[config.mk]
export PLATFORM = sky130hd
export DESIGN_NAME = mem_stage
export DESIGN_NICKNAME = d
export VERILOG_FILES = /design/src/rtl/mem_stage.sv
export SDC_FILE = /design/constraint.sdc
export NUM_CORES = 2
export LEC_CHECK = 0
export CAP_MARGIN = 40
export CELL_PAD_IN_SITES_DETAIL_PLACEMENT = 0
export CELL_PAD_IN_SITES_GLOBAL_PLACEMENT = 1
export CORE_UTILIZATION = 41
export DETAILED_ROUTE_END_ITERATION = 10
export PLACE_DENSITY = 0.8
export SLEW_MARGIN = 10
export SYNTH_ARGS = -nofsm -noshare
export SYNTH_HDL_FRONTEND = slang
export SYNTH_SLANG_ARGS = --single-unit
[constraint.sdc]
create_clock -name clk -period 7.4 [get_ports clk]
set_clock_uncertainty 0.2 [all_clocks]
set_input_delay 1.11 -clock clk [delete_from_list [all_inputs] [get_ports clk]]
set_output_delay 1.11 -clock clk [all_outputs]
set_load 0.02 [all_outputs]
[src/rtl/mem_stage.sv]
// -----------------------------------------------------------------------------
// mem_stage
//
// Memory-access stage of a five-stage MIPS pipeline. It sits between the
// EX/MEM and MEM/WB pipeline registers. Each accepted instruction produces
// exactly one write-back result:
//   - a pass-through ALU result,
//   - a word or byte load/store over a req/ack data-memory bus, or
//   - a multi-cycle multiply (low 32 bits of the product).
// While an instruction is in flight, or while MEM/WB refuses a finished
// result, the stage back-pressures EX/MEM by dropping allow_out.
//
// Ports
//   clk, rsta            clock, synchronous active-high reset
//   valid_in/allow_out   EX/MEM handshake (allow_out is combinational)
//   ALU_result_in        address, pass-through value or multiplicand
//   w_in, reg_wen_in     destination register and its write enable
//   data_mem_en_in       memory access; data_mem_wen_in selects store
//   MEM_wdat_in          store data or multiplier
//   mul_en_in            multiply instruction
//   byte_en_in           byte-sized access (lb/sb)
//   allow_in/valid_out   MEM/WB handshake
//   wb_dat_out, w_out,
//   reg_wen_out          result presented to MEM/WB
//   dm_req/dm_we/dm_addr/
//   dm_wdat/dm_be        data-memory request, held stable while waiting
//   dm_ack/dm_rdat       data-memory completion, read data in same cycle
//
// Parameter
//   MUL_CYCLES           cycles from multiply acceptance to result (1..15)
// -----------------------------------------------------------------------------
module mem_stage #(
  parameter int unsigned MUL_CYCLES = 2
) (
  input  logic        clk,
  input  logic        rsta,
  // EX/MEM side
  input  logic        valid_in,
  output logic        allow_out,
  input  logic [31:0] ALU_result_in,
  input  logic [4:0]  w_in,
  input  logic        data_mem_en_in,
  input  logic        data_mem_wen_in,
  input  logic        reg_wen_in,
  input  logic [31:0] MEM_wdat_in,
  input  logic        mul_en_in,
  input  logic        byte_en_in,
  // MEM/WB side
  input  logic        allow_in,
  output logic        valid_out,
  output logic [31:0] wb_dat_out,
  output logic [4:0]  w_out,
  output logic        reg_wen_out,
  // Data-memory bus
  output logic        dm_req,
  output logic        dm_we,
  output logic [31:0] dm_addr,
  output logic [31:0] dm_wdat,
  output logic [3:0]  dm_be,
  input  logic        dm_ack,
  input  logic [31:0] dm_rdat
);

  typedef enum logic [1:0] {
    S_IDLE = 2'd0,
    S_MEM  = 2'd1,
    S_MUL  = 2'd2,
    S_DONE = 2'd3
  } state_e;

  // ---------------------------------------------------------------------------
  // State and holding registers
  // ---------------------------------------------------------------------------
  state_e      state_q, state_d;
  logic [31:0] addr_q,  addr_d;     // ALU result of the in-flight instruction
  logic [31:0] data_q,  data_d;     // store data / multiplier
  logic [4:0]  w_q,     w_d;        // destination of the in-flight instruction
  logic        rwen_q,  rwen_d;
  logic        we_q,    we_d;
  logic        byte_q,  byte_d;
  logic [3:0]  cnt_q,   cnt_d;      // multiply cycles still to run
  // Presented result; only updated when a result is produced so that
  // wb_dat_out/w_out keep their last value while the next instruction runs.
  logic [31:0] res_q,   res_d;
  logic [4:0]  wout_q,  wout_d;
  logic        rwout_q, rwout_d;

  logic        accept;
  logic [31:0] mul_a, mul_b, mul_prod;
  logic [7:0]  load_byte;
  logic [31:0] load_val;

  // ---------------------------------------------------------------------------
  // Multiplier: with a single-cycle multiply the product is taken straight from
  // the EX/MEM fields at acceptance, otherwise from the held operands.
  // ---------------------------------------------------------------------------
  assign mul_a    = (MUL_CYCLES == 1) ? ALU_result_in : addr_q;
  assign mul_b    = (MUL_CYCLES == 1) ? MEM_wdat_in   : data_q;
  assign mul_prod = mul_a * mul_b;

  // Load data: byte lane addr[1:0], little-endian, sign-extended.
  always_comb begin
    // NOTE: every signal assigned in an always_comb gets a value on all paths
    // (here via the default arm) so no latch is inferred.
    unique case (addr_q[1:0])
      2'd0:    load_byte = dm_rdat[7:0];
      2'd1:    load_byte = dm_rdat[15:8];
      2'd2:    load_byte = dm_rdat[23:16];
      default: load_byte = dm_rdat[31:24];
    endcase
  end

  assign load_val = byte_q ? {{24{load_byte[7]}}, load_byte} : dm_rdat;

  // ---------------------------------------------------------------------------
  // Process 1: state register
  // ---------------------------------------------------------------------------
  always_ff @(posedge clk) begin
    // NOTE: sequential state uses non-blocking assignments so every register
    // samples the pre-edge value of every other register.
    if (rsta) begin
      state_q <= S_IDLE;
      addr_q  <= '0;
      data_q  <= '0;
      w_q     <= '0;
      rwen_q  <= 1'b0;
      we_q    <= 1'b0;
      byte_q  <= 1'b0;
      cnt_q   <= '0;
      res_q   <= '0;
      wout_q  <= '0;
      rwout_q <= 1'b0;
    end else begin
      state_q <= state_d;
      addr_q  <= addr_d;
      data_q  <= data_d;
      w_q     <= w_d;
      rwen_q  <= rwen_d;
      we_q    <= we_d;
      byte_q  <= byte_d;
      cnt_q   <= cnt_d;
      res_q   <= res_d;
      wout_q  <= wout_d;
      rwout_q <= rwout_d;
    end
  end

  // ---------------------------------------------------------------------------
  // Process 2: next state and holding-register updates
  // ---------------------------------------------------------------------------
  assign accept = valid_in & allow_out;

  always_comb begin
    state_d = state_q;
    addr_d  = addr_q;
    data_d  = data_q;
    w_d     = w_q;
    rwen_d  = rwen_q;
    we_d    = we_q;
    byte_d  = byte_q;
    cnt_d   = cnt_q;
    res_d   = res_q;
    wout_d  = wout_q;
    rwout_d = rwout_q;

    unique case (state_q)
      S_IDLE, S_DONE: begin
        if (accept) begin
          addr_d = ALU_result_in;
          data_d = MEM_wdat_in;
          w_d    = w_in;
          rwen_d = reg_wen_in;
          we_d   = data_mem_wen_in;
          byte_d = byte_en_in;
          // Memory access takes priority over multiply.
          if (data_mem_en_in) begin
            state_d = S_MEM;
          end else if (mul_en_in) begin
            if (MUL_CYCLES == 1) begin
              state_d = S_DONE;
              res_d   = mul_prod;
              wout_d  = w_in;
              rwout_d = reg_wen_in;
            end else begin
              state_d = S_MUL;
              cnt_d   = 4'(MUL_CYCLES - 1);
            end
          end else begin
            state_d = S_DONE;
            res_d   = ALU_result_in;
            wout_d  = w_in;
            rwout_d = reg_wen_in;
          end
        end else if (state_q == S_DONE && allow_in) begin
          state_d = S_IDLE;
        end
      end

      S_MEM: begin
        if (dm_ack) begin
          state_d = S_DONE;
          res_d   = we_q ? addr_q : load_val;
          wout_d  = w_q;
          rwout_d = rwen_q;
        end
      end

      S_MUL: begin
        cnt_d = cnt_q - 4'd1;
        if (cnt_d == 4'd0) begin
          state_d = S_DONE;
          res_d   = mul_prod;
          wout_d  = w_q;
          rwout_d = rwen_q;
        end
      end

      default: state_d = S_IDLE;
    endcase
  end

  // ---------------------------------------------------------------------------
  // Process 3: outputs. Everything except allow_out is a function of
  // registers only; dm_ack/dm_rdat never reach an output combinationally.
  // ---------------------------------------------------------------------------
  always_comb begin
    allow_out   = (state_q == S_IDLE) || ((state_q == S_DONE) && allow_in);
    valid_out   = (state_q == S_DONE);
    reg_wen_out = (state_q == S_DONE) && rwout_q;
    wb_dat_out  = res_q;
    w_out       = wout_q;

    dm_req  = 1'b0;
    dm_we   = 1'b0;
    dm_addr = '0;
    dm_wdat = '0;
    dm_be   = '0;
    if (state_q == S_MEM) begin
      dm_req  = 1'b1;
      dm_we   = we_q;
      dm_addr = {addr_q[31:2], 2'b00};
      if (byte_q) begin
        dm_be   = 4'b0001 << addr_q[1:0];
        dm_wdat = {4{data_q[7:0]}};
      end else begin
        dm_be   = 4'b1111;
        dm_wdat = data_q;
      end
    end
  end

endmodule

==> results by group <==
Outcome
  – Status: finished clean

Worst setup path
  – CP endpoint: wb_dat_out[31]$_SDFFE_PP0P_
  – Critical Path End Type: register
  – Critical path depth in cells: 24
  – RR Endpoint: wb_dat_out[31]$_SDFFE_PP0P_
  – Critical path launch point type: register
  – Buf/Inv on CP: 5
  – Slowest CP cell: fa_1
  – CP top delay family: adder cells
  – CP most frequent cell: fa_1
  – R2R setup slack: 250 ps
  – Reg2Reg Depth: 24
  – Worst Path Max Fanout: 8
  – Worst Path Required: 7580 ps
  – Critical path type: reg2reg
  – Critical Path Start: addr_q[13]$_SDFFE_PP0P_
  – Arrival time worst endpoint: 7330 ps
  – Worst-path cell chain: buf_4, and2_1, fa_1, inv_1, fa_1, fa_1, fa_1, inv_1, fa_1, inv_1, fa_1, inv_1, fa_1, fa_1, ha_1, and4_1, nor2b_1, o2111ai_1, nand2_1, a21oi_2, a21o_1, a21oi_1, or4b_1, a31oi_1
  – Max incr delay on CP: 550 ps
  – Critical R2R Launch: addr_q[13]$_SDFFE_PP0P_

Drt
  – Drc violations: 0
  – Avg WL per Cell: 20.9 um
  – Via count: 18.6k
  – Routed Antenna Nets: 0
  – Drt first pass iters: 6
  – Total Routed Length: 73600 um
  – Drt initial violations: 1389
  – DR vias/cell: 5.26

Finish
  – Synth-to-Final Area Change: 19.9%
  – Nets: 3470
  – Seq. cell area: 0.00235 mm^2
  – Non-Filler Instances: 3526
  – Filler cell count: 5048
  – Multi-input gate area: 0.0175 mm^2
  – Layout cell share with drive strength beyond 1: 8.40%
  – Fin area: 0.0263 mm^2

Synthesis
  – Most numerous cell in the Yosys netlist: nand2_1
  – Synth Instances: 2605
  – Share of the synthesized area in the top cell type: 37.2%
  – Fraction of synthesized area in multiplexers: 0.918%
  – Flops & latches, synth: 116
  – Syn. warnings: 0
  – Cell Area, Synth: 0.0219 mm^2
  – Average cell area after synthesis: 8.42 um^2
  – Fraction of the mapped netlist area in simple logic gates: 21.2%
  – Synth Area in Compound Gates: 9.76%
  – Synth top area cells: fa_1 37%, dfxtp_1 11%, and2_1 10%, nand2_1 7.5%, ha_1 7.4%
  – Distinct cells, synth: 67
  – Main combinational cell family by area after synthesis: adder cells
  – Most instantiated cells after synthesis: 440 x nand2_1, 408 x fa_1, 394 x inv_1
  – Number of synthesized flops with an enable pin: 0
  – Sequential share of the synthesized area: 10.6%
  – Post-synth top flop: dfxtp_1
  – Async set-reset flop share out of synthesis: 0%
  – Yosys top cell by area: fa_1
  – Synth Area in Adders: 44.6%
  – XOR/XNOR Fraction of Synth Area: 3.10%

Placement
  – Port Buffer Count: 218
  – Placed cell areas: 0.0257 mm^2
  – Placed Cells: 3491
  – GPL Wtd Cong: 0.944
  – Post-DP HPWL: 59900 um

Clocking
  – CTS sink cnt: 116
  – Maximum clock path buffer count: 2
  – Hold_buf cts: 0
  – Clk slew on worst S/H paths: 70 ps
  – Root Driver: clkbuf_16
  – Htree depth: 4
  – TritonCTS clock tree: done
  – CTS buffer count: 17
  – Clock Latency Late Sink: 450 ps

STA
  – Max-slew violation count: 0
  – Setup TNS: 0 ps
  – Setup violators final: 0
  – Period Utilization, post-route: 96.7%
  – Measured slew at the worst slew-check pin: 919 ps
  – Worst slew margin: 38.7%
  – RSZ-0062 raised after global routing: no
  – Hold slack final: 257 ps
  – Final min period: 7150 ps
  – Fin. Hold Viols: 0
  – Max frequency: 140 MHz

Run
  – Max_cap viols: 0

Floorplan
  – # rows: 84
  – Chip height: 233 um
  – Area of the core: 0.0528 mm^2
  – I/O pins: 221
  – Die X-Extent: 233 um
  – Total die area: 0.0545 mm^2
  – Initial core utilization: 41.6%

Power
  – Max IR drop VDD: 479 uV
  – Pwr per Cell Area: 224 mW/mm^2
  – Leak Pwr: 12.0 nW

Global routing
  – Remaining Overflow, GRT: 0
  – Vias in the first global route: 19.5k
  – Largest net degree at the start of global routing: 81
  – Antenna violations before repair: 3
  – First-pass GRT wire length: 115000 um
  – Gr usage total: 28.1%

Hold path
  – Hold WC Path Type: reg2reg
-- layer usage --
layer  up-vias  GRT usage (%)  routed length [um]
met5         -              0                   0
met4         0           8.19                1950
met2       712           44.6               33900
met3       103           4.69                5530
li1       8398              -                   -
met1      9342           39.1               32200
-- registers in the layout (all words and copies together), names as in the netlist --
signal	count
addr_q	32
data_q	32
wb_dat_out	32
w_out	5
w_q	5
cnt_q	4
state_q	2
byte_q	1
rwen_q	1
rwout_q	1
we_q	1
-- cells in the final DEF, fill, tap and decap left out, types with 9 or more instances in the layout --
master,n
o21ai_0,44
nand2b_1,30
o21ai_1,13
o211ai_1,9
a21oi_1,126
nand3_1,23
a22oi_1,10
nor2_1,61
fa_1,407
xnor2_1,57
and2_1,356
nand2_1,440
ha_1,127
dfxtp_2,19
a21boi_0,28
dfxtp_1,96
buf_4,147
clkdlybuf4s50_1,217
buf_12,11
xor2_1,18
a21o_1,11
o2111ai_1,9
a211oi_1,20
mux2i_1,10
clkbuf_16,17
inv_1,394
o21a_1,9
-- what timing repair did --
item / CTS / global route
setup buffers: 0 / 0
endpoints found under the setup margin: 0 / 11
gates resized for setup: 0 / 25
-- through the flow --
step	util [%]	power, mW	worst slack [ps]
floorplan	-	3.23	298
CTS	49.7	5.85	56.8
global route	49.8	6.26	12.5
detailed placement	48.7	4.99	90.6
global placement	48.6	4.92	105
finish	49.9	5.88	247
-- power breakdown --
| group | switching [mW] | internal [mW] |
|---|---|---|
| registers | 0.303 | 0.828 |
| clock network | 0.382 | 0.441 |
| logic | 2.39 | 1.53 |
-- tightest hold or removal path, cell delays in order, from the launching register on --
cell and delay [ps]:
dfxtp_1 310, nand2_1 50, a21oi_1 50
-- how the worst min path moves through the flow --
stage | startpoint | cells after the start | end
after floorplan | rwen_q$_SDFFE_PP0P_ | 2 | rwen_q$_SDFFE_PP0P_
after global placement | wb_dat_out[8]$_SDFFE_PP0P_ | 2 | wb_dat_out[8]$_SDFFE_PP0P_
after detailed placement | wb_dat_out[8]$_SDFFE_PP0P_ | 2 | wb_dat_out[8]$_SDFFE_PP0P_
after CTS | rwen_q$_SDFFE_PP0P_ | 2 | rwen_q$_SDFFE_PP0P_
after global routing | w_q[4]$_SDFFE_PP0P_ | 2 | w_q[4]$_SDFFE_PP0P_
final | w_q[1]$_SDFFE_PP0P_ | 2 | w_q[1]$_SDFFE_PP0P_
-- layout make-up --
class                   instances  share of cell area, %
diodes                          3                 0.0285
repair buffers                378                   13.5
inverters                     394                   5.62
clock buffers                  17                   1.62
well taps                     688                   3.27
clock inverters                15                  0.495
flip-flops and latches        116                   8.93
multi-input cells            1915                   66.5
-- cell families after synthesis --
group,after synthesis
AOI/OAI and AO/OA,335
xor gates and xnor gates,76
adders and majority gates,537
buffers and inverters,575
DFF,116
muxes,18
other,1
and+or+nand+nor,947
(Power assumes the default switching activity.)
